===== config.mk =====
export PLATFORM = sky130hd
export DESIGN_NAME = imem_loader
export DESIGN_NICKNAME = d
export VERILOG_FILES = /design/src/rtl/imem_loader_pkg.sv /design/src/rtl/imem_word_packer.sv /design/src/rtl/imem_loader.sv
export SDC_FILE = /design/constraint.sdc
export NUM_CORES = 1
export LEC_CHECK = 0
export CAP_MARGIN = 20
export CORE_MARGIN = 5
export CORE_UTILIZATION = 35
export CTS_CLUSTER_SIZE = 20
export DETAILED_ROUTE_END_ITERATION = 6
export DONT_BUFFER_PORTS = 1
export PLACE_DENSITY = 0.46
export SYNTH_ARGS = -nofsm -noshare
export SYNTH_HDL_FRONTEND = slang
export SYNTH_SLANG_ARGS = --single-unit

===== constraint.sdc =====
create_clock -name clk -period 3.6 [get_ports clk]
set_clock_uncertainty 0.1 [all_clocks]
set_input_delay 0.18 -clock clk [delete_from_list [all_inputs] [get_ports clk]]
set_output_delay 0.18 -clock clk [all_outputs]
set_load 0.005 [all_outputs]

===== src/rtl/imem_loader_pkg.sv =====
// Shared types and sizing for the instruction-memory loader.
//   loader_state_e : loader FSM states
//   HDR_BYTES      : header length in bytes (16-bit little-endian word count)
//   WORD_BYTES     : bytes per instruction word
package imem_loader_pkg;

    localparam int unsigned HDR_BYTES  = 2;
    localparam int unsigned WORD_BYTES = 4;
    localparam int unsigned CNT_W      = 8 * HDR_BYTES;
    localparam int unsigned LANE_W     = $clog2(WORD_BYTES);

    typedef enum logic [2:0] {
        ST_IDLE   = 3'd0,
        ST_HDR_LO = 3'd1,
        ST_HDR_HI = 3'd2,
        ST_LOAD   = 3'd3,
        ST_DONE   = 3'd4,
        ST_ERR    = 3'd5
    } loader_state_e;

    // True while a load session is consuming bytes.
    function automatic logic in_session(input loader_state_e s);
        return (s == ST_HDR_LO) || (s == ST_HDR_HI) || (s == ST_LOAD);
    endfunction

endpackage


===== src/rtl/imem_word_packer.sv =====
// Packs a byte stream little-endian into 32-bit words.
//   clk, rst_n    : clock, async active-low reset
//   clear_i       : restart at byte lane 0 (new session)
//   byte_valid_i  : byte_i is consumed this cycle
//   byte_i        : incoming byte
//   lane_o        : lane the next consumed byte lands in
//   word_valid_o  : one-cycle pulse, the cycle after a word's last byte
//   word_o        : last completed word (held between pulses)
module imem_word_packer
    import imem_loader_pkg::*;
(
    input  logic              clk,
    input  logic              rst_n,
    input  logic              clear_i,
    input  logic              byte_valid_i,
    input  logic [7:0]        byte_i,
    output logic [LANE_W-1:0] lane_o,
    output logic              word_valid_o,
    output logic [31:0]       word_o
);
    logic [LANE_W-1:0] lane_q, lane_d;
    logic [31:0]       shreg_q, shreg_d;
    logic [31:0]       word_q, word_d;
    logic              wv_q, wv_d;

    // Bytes enter at the top and shift down, so the first byte ends in bits 7:0.
    always_comb begin
        lane_d  = lane_q;
        shreg_d = shreg_q;
        word_d  = word_q;
        wv_d    = 1'b0;
        if (clear_i) begin
            lane_d  = '0;
            shreg_d = '0;
        end else if (byte_valid_i) begin
            shreg_d = {byte_i, shreg_q[31:8]};
            lane_d  = lane_q + LANE_W'(1);
            if (lane_q == LANE_W'(WORD_BYTES - 1)) begin
                word_d = shreg_d;
                wv_d   = 1'b1;
            end
        end
    end

    always_ff @(posedge clk or negedge rst_n) begin
        if (!rst_n) begin
            lane_q  <= '0;
            shreg_q <= '0;
            word_q  <= '0;
            wv_q    <= 1'b0;
        end else begin
            lane_q  <= lane_d;
            shreg_q <= shreg_d;
            word_q  <= word_d;
            wv_q    <= wv_d;
        end
    end

    assign lane_o       = lane_q;
    assign word_valid_o = wv_q;
    assign word_o       = word_q;

endmodule


===== src/rtl/imem_loader.sv =====
// Loads a program from a byte stream into instruction memory while holding
// the core in reset. Stream: 16-bit LE word count, then count*4 data bytes.
//   clk, reset           : clock, async active-low reset
//   start                : begin a session (ignored while busy)
//   rx_data/valid/ready  : byte stream handshake
//   mem_we/addr/wdata    : instruction memory write port
//   busy, done, err      : session status; core_hold = ~done
module imem_loader
    import imem_loader_pkg::*;
#(
    parameter int unsigned DEPTH     = 64,
    parameter logic [31:0] BASE_ADDR = 32'h0
) (
    input  logic        clk,
    input  logic        reset,
    input  logic        start,
    input  logic [7:0]  rx_data,
    input  logic        rx_valid,
    output logic        rx_ready,
    output logic        mem_we,
    output logic [31:0] mem_addr,
    output logic [31:0] mem_wdata,
    output logic        busy,
    output logic        done,
    output logic        err,
    output logic        core_hold
);
    loader_state_e     state_q, state_d;
    logic [CNT_W-1:0]  count_q, count_d;
    logic [CNT_W-1:0]  widx_q, widx_d;
    logic [CNT_W-1:0]  hdr_c;
    logic [31:0]       addr_q, addr_d;
    logic              rx_ready_q, busy_q, done_q, err_q, hold_q;
    logic              accept_c, clear_c, pk_valid_c, word_last_c;
    logic [LANE_W-1:0] lane;

    assign accept_c    = rx_valid & rx_ready_q;
    assign clear_c     = start & ~in_session(state_q);
    assign pk_valid_c  = accept_c & (state_q == ST_LOAD);
    assign word_last_c = pk_valid_c & (lane == LANE_W'(WORD_BYTES - 1));
    assign hdr_c       = {rx_data, count_q[7:0]};

    imem_word_packer u_packer (
        .clk          (clk),
        .rst_n        (reset),
        .clear_i      (clear_c),
        .byte_valid_i (pk_valid_c),
        .byte_i       (rx_data),
        .lane_o       (lane),
        .word_valid_o (mem_we),
        .word_o       (mem_wdata)
    );

    // Session sequencing; address is latched with the word so it lines up with mem_we.
    always_comb begin
        state_d = state_q;
        count_d = count_q;
        widx_d  = widx_q;
        addr_d  = addr_q;
        case (state_q)
            ST_IDLE, ST_DONE, ST_ERR: begin
                if (start) begin
                    state_d = ST_HDR_LO;
                    count_d = '0;
                    widx_d  = '0;
                    addr_d  = BASE_ADDR;
                end
            end
            ST_HDR_LO: begin
                if (accept_c) begin
                    count_d[7:0] = rx_data;
                    state_d      = ST_HDR_HI;
                end
            end
            ST_HDR_HI: begin
                if (accept_c) begin
                    count_d = hdr_c;
                    if (hdr_c == '0) begin
                        state_d = ST_DONE;
                    end else if (32'(hdr_c) > DEPTH) begin
                        state_d = ST_ERR;
                    end else begin
                        state_d = ST_LOAD;
                    end
                end
            end
            ST_LOAD: begin
                if (word_last_c) begin
                    addr_d = BASE_ADDR + (32'(widx_q) << 2);
                    widx_d = widx_q + CNT_W'(1);
                    if (widx_q == count_q - CNT_W'(1)) begin
                        state_d = ST_DONE;
                    end
                end
            end
            default: state_d = ST_IDLE;
        endcase
    end

    // Status flags are derived from the next state so they track state_q exactly.
    always_ff @(posedge clk or negedge reset) begin
        if (!reset) begin
            state_q    <= ST_IDLE;
            count_q    <= '0;
            widx_q     <= '0;
            addr_q     <= BASE_ADDR;
            rx_ready_q <= 1'b0;
            busy_q     <= 1'b0;
            done_q     <= 1'b0;
            err_q      <= 1'b0;
            hold_q     <= 1'b1;
        end else begin
            state_q    <= state_d;
            count_q    <= count_d;
            widx_q     <= widx_d;
            addr_q     <= addr_d;
            rx_ready_q <= in_session(state_d);
            busy_q     <= in_session(state_d);
            done_q     <= (state_d == ST_DONE);
            err_q      <= (state_d == ST_ERR);
            hold_q     <= (state_d != ST_DONE);
        end
    end

    assign rx_ready  = rx_ready_q;
    assign mem_addr  = addr_q;
    assign busy      = busy_q;
    assign done      = done_q;
    assign err       = err_q;
    assign core_hold = hold_q;

endmodule


==> results.sh, run 1 <==
export IMPL_avgSynthCellArea_um2=8.81
export IMPL_grt_usage_pct=16.7
export IMPL_crit_path_start_kind="flop"
export IMPL_grt_pass1_wl_um=23500
export IMPL_final_util_pct=41.2
export IMPL_maxCapViolCount=0
export IMPL_power_density_nw_per_um2=785
export IMPL_required_ns=3.78
export IMPL_stdcell_count=818
export IMPL_finalCriticalPeriod_ns=2.71
export IMPL_switchingPower_mw=1.72
export IMPL_pin_count=82
export IMPL_grt_pass1_vias=4089
export IMPL_clkTransAtPathRegs_ns=0.06
export IMPL_netlist_instances=617
export IMPL_start_util_pct=35.7
export IMPL_min_path_type="in -> reg"
export IMPL_hold_path_startpoint="rx_data[5]"
export IMPL_cts_resized=0
export IMPL_gr_total_overflow=0
export IMPL_cts_max_path_buffers=2
export IMPL_worstSetupPathType="reg -> reg"
export IMPL_ctsHtreeMaxLevel=4
export IMPL_r2r_cells=6
export IMPL_synth_cell_types=55
export IMPL_cp_slowest_stage_delay_ns=0.54
export IMPL_clk_latency_ns=0.41
export IMPL_netSwitchingFraction_pct=35.0
export IMPL_cts_setup_buffers=0
export IMPL_hold_viol=0
export IMPL_dp_cells=777
export IMPL_seq_area_frac_synth_pct=52.5
export IMPL_design_die_area_um2=18100
export IMPL_status="completed"
export IMPL_mostFrequentLayoutCells="215 x nand2_1, 113 x dfrtp_1, 43 x nand3_1"
export IMPL_arrival_ns=2.89
export IMPL_cts_made_buffers=17
export IMPL_cpMostUsedCell="nor4_4"
export IMPL_drtIter0Drc=238
export IMPL_max_freq_mhz=369
export IMPL_syn_area_um2=5430
export IMPL_crit_buf_inv=0
export IMPL_rsz0062_at_grt="false"
export IMPL_core_area_um2=15200
export IMPL_p_int_mw=3.20
export IMPL_end_kind="flop"
export IMPL_placementRows=45
export IMPL_finalCritPeriodShare_pct=75.3
export IMPL_syn_to_final_growth_pct=15.3
export IMPL_route_vias_total=4160
export IMPL_synth_ff_type="dfrtp_1"
export IMPL_setup_viol=0
export IMPL_die_h_um=135
export IMPL_die_w_um=135
export IMPL_yosysWarnings=0
export IMPL_worst_pin_slew_ns=0.989
export IMPL_n_antenna_cell=0
export IMPL_cts_root_buf="clkbuf_16"
export IMPL_crit_slowest_cell="or4_1"
export IMPL_mostFrequentLayoutCell="nand2_1"
export IMPL_clockPowerShare_pct=35.6
export IMPL_crit_cells=6
export IMPL_cts_tree="yes"
export IMPL_crit_family="simple AND/OR/NAND/NOR gates"
export IMPL_post_drt_wl_per_cell_um=17.8
export IMPL_drive_above_1_share_pct=7.78
export IMPL_drv_slew=0
export IMPL_cts_num_sinks=114
export IMPL_setup_tns_final_ns=0
export IMPL_antenna_found_initial=0
export IMPL_grt_max_degree=115
export IMPL_drc=0
export IMPL_cp_max_fo=6
export IMPL_dp_hpwl_um=9690
export IMPL_pwr_share_comb_pct=28.8
export IMPL_r2r_start="count_q[0]$_DFFE_PN0P_"
export IMPL_ir_worst_vdd_uv=407
export IMPL_rrSetupSlack_ns=0.89
export IMPL_ant_nets=0
export IMPL_power_share_sequential_pct=35.6
export IMPL_p_leak_nw=3.05
export IMPL_firstDrtPassIters=4
export IMPL_slew_headroom_pct=34.1
export IMPL_cp_cell_sequence="nor4_4, nand3_2, or4_1, a2111o_1, nor4_4, nor2_1"
export IMPL_ys_ff_latch=114
export IMPL_async_flop_share_pct=100
export IMPL_viasPerCell=5.09
export IMPL_min_delay_path_depth=5
export IMPL_holdPathEnd="state_q[1]$_DFF_PN0_"
export IMPL_synth_edf_count=0
export IMPL_reg2reg_to="state_q[0]$_DFF_PN0_"
export IMPL_totalWireLength_um=14600
export IMPL_gp_congestion=0.804
export IMPL_port_buffers=0
export IMPL_nNetsFinal=634
power by group through the flow:
stage	clock, mW	sequential [mW]	combinational (mW)
after global routing	1.85	1.79	1.58
after floorplan	0	1.64	1.16
final	1.75	1.75	1.42
after global placement	0	1.77	1.39
after CTS	1.79	1.75	1.43
after detailed placement	0	1.77	1.38
worst reg2reg max path, stage by stage (launching register included):
cell and delay (ns):
dfrtp_1 0.46, nor4_4 0.41, nand3_2 0.17, or4_1 0.54, a2111o_1 0.51, nor4_4 0.31, nor2_1 0.09
logic make-up after synthesis:
family / after synthesis / share of synthesized area (%)
and+or+nand+nor: 343 / 28.5
DFF: 114 / 52.5
AOI/OAI and AO/OA: 68 / 7.74
buffers and inverters: 54 / 5.00
xor gates and xnor gates: 33 / 5.32
adders and majority gates: 3 / 0.691
other: 1 / 0.0690
muxes: 1 / 0.184
Yosys cell counts (4+ instances only):
master | instances | share of area (%)
a21oi_1 | 32 | 2.9
o21ai_0 | 7 | 0.64
nand2b_1 | 5 | 0.58
and3_1 | 6 | 0.69
clkbuf_1 | 31 | 2.1
nand3_1 | 44 | 4.1
o211ai_1 | 5 | 0.69
o21ai_1 | 5 | 0.46
nand4_1 | 8 | 0.92
xor2_1 | 15 | 2.4
dfrtp_1 | 113 | 52
buf_4 | 18 | 2.5
nor2_1 | 28 | 1.9
nor4_1 | 4 | 0.46
nand2_1 | 215 | 15
nor3_1 | 6 | 0.55
xnor2_1 | 18 | 2.9
layout make-up:
class                   instances  area [um^2]
flip-flops and latches        114         2850
fillers                      1549         8940
well taps                     188          235
multi-input cells             464         2370
repair buffers                 18          180
clock inverters                11          161
inverters                       4         15.0
clock buffers                  19          443
through the flow:
stage | power (mW) | instance area (um^2) | hold slack [ns] | setup slack, ns
final | 4.92 | 6260 | 0.100 | 0.891
after global routing | 5.23 | 6260 | 0.160 | 0.722
after CTS | 4.97 | 6260 | 0.0860 | 0.899
after detailed placement | 3.15 | 5530 | -0.212 | 0.920
after global placement | 3.16 | 5530 | -0.212 | 0.917
after floorplan | 2.81 | 5490 | -0.216 | 1.12
flip-flops by register name (all words and copies together), names as in the netlist, 2 cells and up:
name / count
state_q: 3
u_packer.lane_o: 2
mem_addr: 16
u_packer.shreg_q: 24
count_q: 16
u_packer.word_o: 32
widx_q: 16
how the worst max path moves through the flow:
| stage | start | endpoint | slack, ns |
|---|---|---|---|
| after floorplan | count_q[2]$_DFFE_PN0P_ | state_q[0]$_DFF_PN0_ | 1.12 |
| after global placement | count_q[2]$_DFFE_PN0P_ | state_q[0]$_DFF_PN0_ | 0.92 |
| after detailed placement | count_q[0]$_DFFE_PN0P_ | state_q[0]$_DFF_PN0_ | 0.92 |
| after CTS | count_q[0]$_DFFE_PN0P_ | state_q[0]$_DFF_PN0_ | 0.90 |
| after global routing | count_q[0]$_DFFE_PN0P_ | done$_DFF_PN0_ | 0.72 |
| final | count_q[0]$_DFFE_PN0P_ | state_q[0]$_DFF_PN0_ | 0.89 |
per-layer routing:
metal,wire (um),GRT usage (%)
met4,174,4.92
met5,0,0
met3,815,4.40
met2,6270,24.2
met1,7340,24.5
repair_timing:
| action | 4_1_cts | 5_1_grt |
|---|---|---|
| hold buffers | 11 | 0 |
| endpoints found under the setup margin | 0 | 0 |
| hold endpoints to repair | 147 | 0 |
(Power assumes the default switching activity.)
==> inputs of run 2 (changes only) <==
clock period = 2.7 ns   (was 3.6 ns; I/O delays follow)
==> run 2 against run 1 <==
- the flow now finishes with violations (hold timing)
- sequential share of layout area is 0.48 points lower
- highest routed layer unchanged
- clock-buffer cell count grew 2
- critical path depth unchanged
==> results.sh, run 2 (synthesized netlist as in run 1, its figures left out) <==
export IMPL_power_density_nw_per_um2=1050
export IMPL_hold_viol=114
export IMPL_maxCapViolCount=0
export IMPL_start_util_pct=35.7
export IMPL_crit_slowest_cell="or4_1"
export IMPL_largest_reg_flops=32
export IMPL_fillCellCount=1540
export IMPL_crit_path_start_kind="flop"
export IMPL_place_ws_ns=0.0787
export IMPL_stdcell_count=829
export IMPL_cp_slowest_stage_delay_ns=0.54
export IMPL_grt_pass1_vias=4141
export IMPL_gp_congestion=0.812
export IMPL_route_vias_total=4123
export IMPL_cp_cell_sequence="nor4_4, nand3_2, or4_1, a2111o_1, nor4_4, nor2_1"
export IMPL_dp_hpwl_um=9910
export IMPL_cts_max_path_buffers=2
export IMPL_slew_headroom_pct=60.7
export IMPL_p_total_mw=6.66
export IMPL_cp_max_fo=6
export IMPL_max_freq_mhz=392
export IMPL_mostFrequentLayoutCell="nand2_1"
export IMPL_worst_pin_slew_ns=0.588
export IMPL_cpMostUsedCell="nor4_4"
export IMPL_n_antenna_cell=0
export IMPL_clk_latency_ns=0.41
export IMPL_postPlaceCellArea_um2=5610
export IMPL_placementRows=45
export IMPL_nNetsFinal=643
export IMPL_arrival_ns=2.74
export IMPL_crit_family="simple AND/OR/NAND/NOR gates"
export IMPL_postCtsHoldBufs=9
export IMPL_setup_tns_final_ns=0
export IMPL_post_drt_wl_per_cell_um=17.4
export IMPL_ir_worst_vdd_uv=508
export IMPL_grt_max_degree=115
export IMPL_drive_above_1_share_pct=9.83
export IMPL_hold_ws_ns=-0.683
export IMPL_port_buffers=0
export IMPL_stdcell_area_um2=6330
export IMPL_clkTransAtPathRegs_ns=0.05
export IMPL_mostFrequentLayoutCells="215 x nand2_1, 112 x dfrtp_1, 43 x nand3_1"
export IMPL_cts_root_buf="clkbuf_16"
export IMPL_worstSetupPathType="reg -> reg"
export IMPL_pin_count=82
export IMPL_firstDrtPassIters=6
export IMPL_end_kind="flop"
export IMPL_cts_tree="yes"
export IMPL_rsz0062_at_grt="false"
export IMPL_cts_made_buffers=17
export IMPL_finalCriticalPeriod_ns=2.55
export IMPL_die_h_um=135
export IMPL_die_w_um=135
export IMPL_cts_num_sinks=114
export IMPL_antenna_found_initial=0
export IMPL_required_ns=2.89
export IMPL_min_path_type="in -> async"
export IMPL_syn_to_final_growth_pct=16.6
export IMPL_p_leak_nw=3.08
export IMPL_finalCritPeriodShare_pct=94.4
export IMPL_viasPerCell=4.97
export IMPL_ctsHtreeMaxLevel=4
export IMPL_setup_viol=0
export IMPL_dp_cells=787
export IMPL_core_area_um2=15200
export IMPL_totalWireLength_um=14400
export IMPL_crit_buf_inv=0
export IMPL_design_die_area_um2=18100
export IMPL_gr_total_overflow=0
export IMPL_grt_usage_pct=16.8
export IMPL_final_setup_worst_slack_ns=0.151
export IMPL_drc=0
export IMPL_drv_slew=0
export IMPL_final_util_pct=41.7
export IMPL_drtIter0Drc=253
export IMPL_status="complete, but fails checks"
export IMPL_grt_pass1_wl_um=23400
export IMPL_violations="hold timing"
export IMPL_ant_nets=0
==> run 2: cell types whose count changed in the layout (fill, tap and decap cells not counted), sizes merged <==
cell	delta
buf	+10
clkinv	-3
clkinvlp	+3
clkbuf	+2
bufinv	-1
dlygate4sd3	-1
inv	+1
==> run 2: final cells by class <==
cell class / count / area (um^2) / share of cell area, %
clock buffer: 21 / 470 / 7.43
clock inverter: 11 / 151 / 2.39
inverter: 4 / 15.0 / 0.237
multi-input combinational: 464 / 2380 / 37.6
sequential: 114 / 2860 / 45.1
tap: 188 / 235 / 3.71
timing repair buffer: 27 / 225 / 3.56
==> run 2: worst paths after layout <==
path / start / end / slack (ns) / depth (start not counted)
worst max-delay path: count_q[0]$_DFFE_PN0P_ / state_q[0]$_DFF_PN0_ / 0.15 / 6
worst min-delay path: reset / mem_addr[9]$_DFFE_PN0P_ / -0.68 / 0
worst max register to register: count_q[0]$_DFFE_PN0P_ / state_q[0]$_DFF_PN0_ / 0.15 / 6
worst min register to register: u_packer.shreg_q[10]$_DFFE_PN0P_ / u_packer.word_o[2]$_DFFE_PN0P_ / 0.37 / 2
max in group asynchronous: reset / core_hold$_DFF_PN1_ / 2.96 / 0
min in group clk: rx_data[5] / state_q[1]$_DFF_PN0_ / 0.09 / 5
==> run 2: repair_timing <==
item,CTS,global route
endpoints found under the setup margin,0,5
hold endpoints to repair,148,114
gates resized for setup,0,2
setup buffers,0,0
==> run 2: metal layers <==
layer / global-route usage [%] / vias up / routed length, um
li1: - / 2046 / -
met1: 24.4 / 1954 / 7160
met2: 24.4 / 111 / 6230
met3: 4.73 / 12 / 857
met4: 4.75 / 0 / 154
met5: 0 / - / 0
==> run 2: worst reg2reg max path: stages (launching register included) <==
cell,delay [ns]
dfrtp_1,0.46
nor4_4,0.32
nand3_2,0.13
or4_1,0.54
a2111o_1,0.47
nor4_4,0.33
nor2_1,0.09
==> run 2: report_power, final <==
group          internal (mW)  switching, mW  leakage [nW]
sequential              1.97          0.352          1.57
combinational          0.829           1.16          1.21
clock                   1.53          0.813         0.292
total                   4.33           2.32          3.08
==> inputs of run 3 (changes only) <==
SYNTH_HIERARCHICAL = 1   (was unset)
==> run 3 against run 2 <==
- clock-buffer cell count shrank 3
- sequential power grew 8%
- the flow still finishes with violations (hold timing)
- clock power shrank 2%
==> results.sh, run 3 <==
export IMPL_max_freq_mhz=398
export IMPL_mostFrequentLayoutCells="113 x dfrtp_1, 64 x nand2_1, 52 x nor2_1"
export IMPL_ant_nets=0
export IMPL_placementRows=46
export IMPL_design_die_area_um2=18400
export IMPL_arrival_ns=2.72
export IMPL_pwr_share_comb_pct=31.5
export IMPL_cts_max_path_buffers=2
export IMPL_p_int_mw=4.57
export IMPL_postCtsHoldBufs=9
export IMPL_power_density_nw_per_um2=1090
export IMPL_hold_viol=114
export IMPL_p_leak_nw=3.10
export IMPL_mostFrequentLayoutCell="dfrtp_1"
export IMPL_post_drt_wl_per_cell_um=17.6
export IMPL_cp_max_fo=6
export IMPL_grt_pass1_wl_um=21800
export IMPL_slew_headroom_pct=54.0
export IMPL_ctsHtreeMaxLevel=4
export IMPL_p_total_mw=7.04
export IMPL_synth_ff_type="dfrtp_1"
export IMPL_power_share_sequential_pct=35.7
export IMPL_start_util_pct=35.2
export IMPL_rsz0062_at_grt="false"
export IMPL_syn_area_um2=5540
export IMPL_synth_area_leaders="dfrtp_1 51%, mux2_4 7.9%, mux2i_1 4.5%"
export IMPL_stdcell_count=761
export IMPL_clockPowerShare_pct=32.7
export IMPL_n_antenna_cell=0
export IMPL_hold_ws_ns=-0.681
export IMPL_dp_cells=717
export IMPL_cts_tree="yes"
export IMPL_crit_path_start_kind="flop"
export IMPL_grt_usage_pct=15.3
export IMPL_multi_input_area_um2=2430
export IMPL_fillCellCount=1514
export IMPL_switchingPower_mw=2.46
export IMPL_end_kind="flop"
export IMPL_grt_pass1_vias=3855
export IMPL_async_flop_share_pct=100
export IMPL_die_h_um=136
export IMPL_dp_hpwl_um=8690
export IMPL_drv_slew=0
export IMPL_finalCritPeriodShare_pct=93.1
export IMPL_finalCriticalPeriod_ns=2.51
export IMPL_yosys_area_top_type="dfrtp_1"
export IMPL_regArea_um2=2850
export IMPL_min_path_type="in -> async"
export IMPL_worst_pin_slew_ns=0.690
export IMPL_yosysMostFrequentCell="dfrtp_1"
export IMPL_grt_max_degree=115
export IMPL_violations="hold timing"
export IMPL_seq_area_frac_synth_pct=51.5
export IMPL_firstDrtPassIters=6
export IMPL_setup_viol=0
export IMPL_clk_latency_ns=0.41
export IMPL_cp_slowest_stage_delay_ns=0.47
export IMPL_port_buffers=0
export IMPL_status="complete, but fails checks"
export IMPL_largest_reg_flops=32
export IMPL_synth_cell_types=59
export IMPL_required_ns=2.90
export IMPL_nNetsFinal=547
export IMPL_final_setup_worst_slack_ns=0.185
export IMPL_viasPerCell=4.92
export IMPL_core_area_um2=15700
export IMPL_ir_worst_vdd_uv=506
export IMPL_avgSynthCellArea_um2=10.8
export IMPL_maxCapViolCount=0
export IMPL_cts_made_buffers=17
export IMPL_drc=0
export IMPL_gr_total_overflow=0
export IMPL_stdcell_area_um2=6440
export IMPL_ys_top_cells_by_count="113 x dfrtp_1, 64 x nand2_1, 53 x nor2_1"
export IMPL_setup_tns_final_ns=0
export IMPL_syn_to_final_growth_pct=16.2
export IMPL_route_vias_total=3745
export IMPL_totalWireLength_um=13400
export IMPL_cts_num_sinks=114
export IMPL_r2r_cells=9
export IMPL_ys_ff_latch=114
export IMPL_pin_count=82
export IMPL_postPlaceCellArea_um2=5700
export IMPL_drtIter0Drc=173
export IMPL_cts_root_buf="clkbuf_16"
export IMPL_yosysWarnings=6
export IMPL_gp_congestion=0.843
export IMPL_synth_edf_count=0
export IMPL_drive_above_1_share_pct=18.3
export IMPL_place_ws_ns=0.0957
export IMPL_cp_cell_sequence="inv_1, ha_2, or3b_2, o311ai_0, o311ai_1, o211ai_1, nor4_4, buf_4, o21a_1"
export IMPL_netSwitchingFraction_pct=35.0
export IMPL_netlist_instances=514
export IMPL_worstSetupPathType="reg -> reg"
export IMPL_die_w_um=136
export IMPL_antenna_found_initial=0
export IMPL_crit_slowest_cell="or3b_2"
export IMPL_clkTransAtPathRegs_ns=0.06
export IMPL_synth_top_cell_area_share_pct=51.1
## run 3: cell types whose count changed after synthesis, sizes merged, moves of 14 or more
| cell | change |
|---|---|
| nand2 | -151 |
| mux2 | +32 |
| a21oi | -27 |
| nor2 | +25 |
| mux2i | +24 |
| clkbuf | -19 |
| nand3 | -14 |
| o21ai | +14 |
## run 3: kinds of logic after synthesis
group	share of synthesized area (%)
and+or+nand+nor	17.0
DFF	51.5
muxes	13.0
buffers and inverters	6.01
AOI/OAI and AO/OA	6.80
xor gates and xnor gates	4.90
adders and majority gates	0.678
other	0.0677
## run 3: worst max-delay path, delay by kind of cell, from the launching register on
| kind | cells | cell delay (ns) |
|---|---|---|
| adder cells (fa/ha/maj) | 1 | 0.23 |
| AND/OR/NAND/NOR | 2 | 0.54 |
| buffers and inverters | 2 | 0.26 |
| flip-flops | 1 | 0.44 |
| AO/OA/AOI/OAI | 4 | 0.84 |
## run 3: final timing paths
kind / endpoint / slack, ns / from
hold reg to reg: u_packer/word_o[5]$_DFFE_PN0P_ / 0.41 / u_packer/shreg_q[13]$_DFFE_PN0P_
min in group clk: state_q[1]$_DFF_PN0_ / 0.05 / rx_data[0]
hold / removal: u_packer/word_valid_o$_DFF_PN0_ / -0.68 / reset
setup / recovery: done$_DFF_PN0_ / 0.19 / count_q[0]$_DFFE_PN0P_
setup reg to reg: done$_DFF_PN0_ / 0.19 / count_q[0]$_DFFE_PN0P_
max in group asynchronous: core_hold$_DFF_PN1_ / 2.97 / reset
## run 3: final cells by class
cell class	instances	share of cell area, %
Clock buffer	18	6.67
Clock inverter	14	2.80
Inverter	15	0.875
Multi-Input combinational cell	358	37.7
Sequential cell	114	44.3
Tap cell	216	4.20
Timing Repair Buffer	26	3.38
## run 3: power groups by stage
stage	clock network [mW]	registers [mW]	logic, mW
2_1_floorplan	0	2.36	1.77
3_3_place_gp	0	2.53	2.08
3_5_place_dp	0	2.55	2.11
4_1_cts	2.36	2.52	2.15
5_1_grt	2.45	2.58	2.48
6_report	2.30	2.52	2.22
## run 3: metrics by stage
stage | hold slack [ns] | utilization [%]
2_1_floorplan | -0.261 | -
3_3_place_gp | -0.256 | 36.3
3_5_place_dp | -0.256 | 36.3
4_1_cts | -0.704 | 40.7
5_1_grt | -0.708 | 41.0
6_report | -0.681 | 41.0
## run 3: what timing repair did
| action | in CTS | in global routing |
|---|---|---|
| endpoints found under the setup margin | 0 | 6 |
| hold endpoints to repair | 150 | 114 |
| resized for setup | 0 | 4 |
| buffers inserted | 0 | 2 |
## run 3: metal layers
layer,global-route usage [%],routed length [um],part of all wire (%)
met2,23.0,6200,46
met3,4.94,646,4.8
met5,0,0,0
met1,21.1,6360,48
met4,5.04,176,1.3
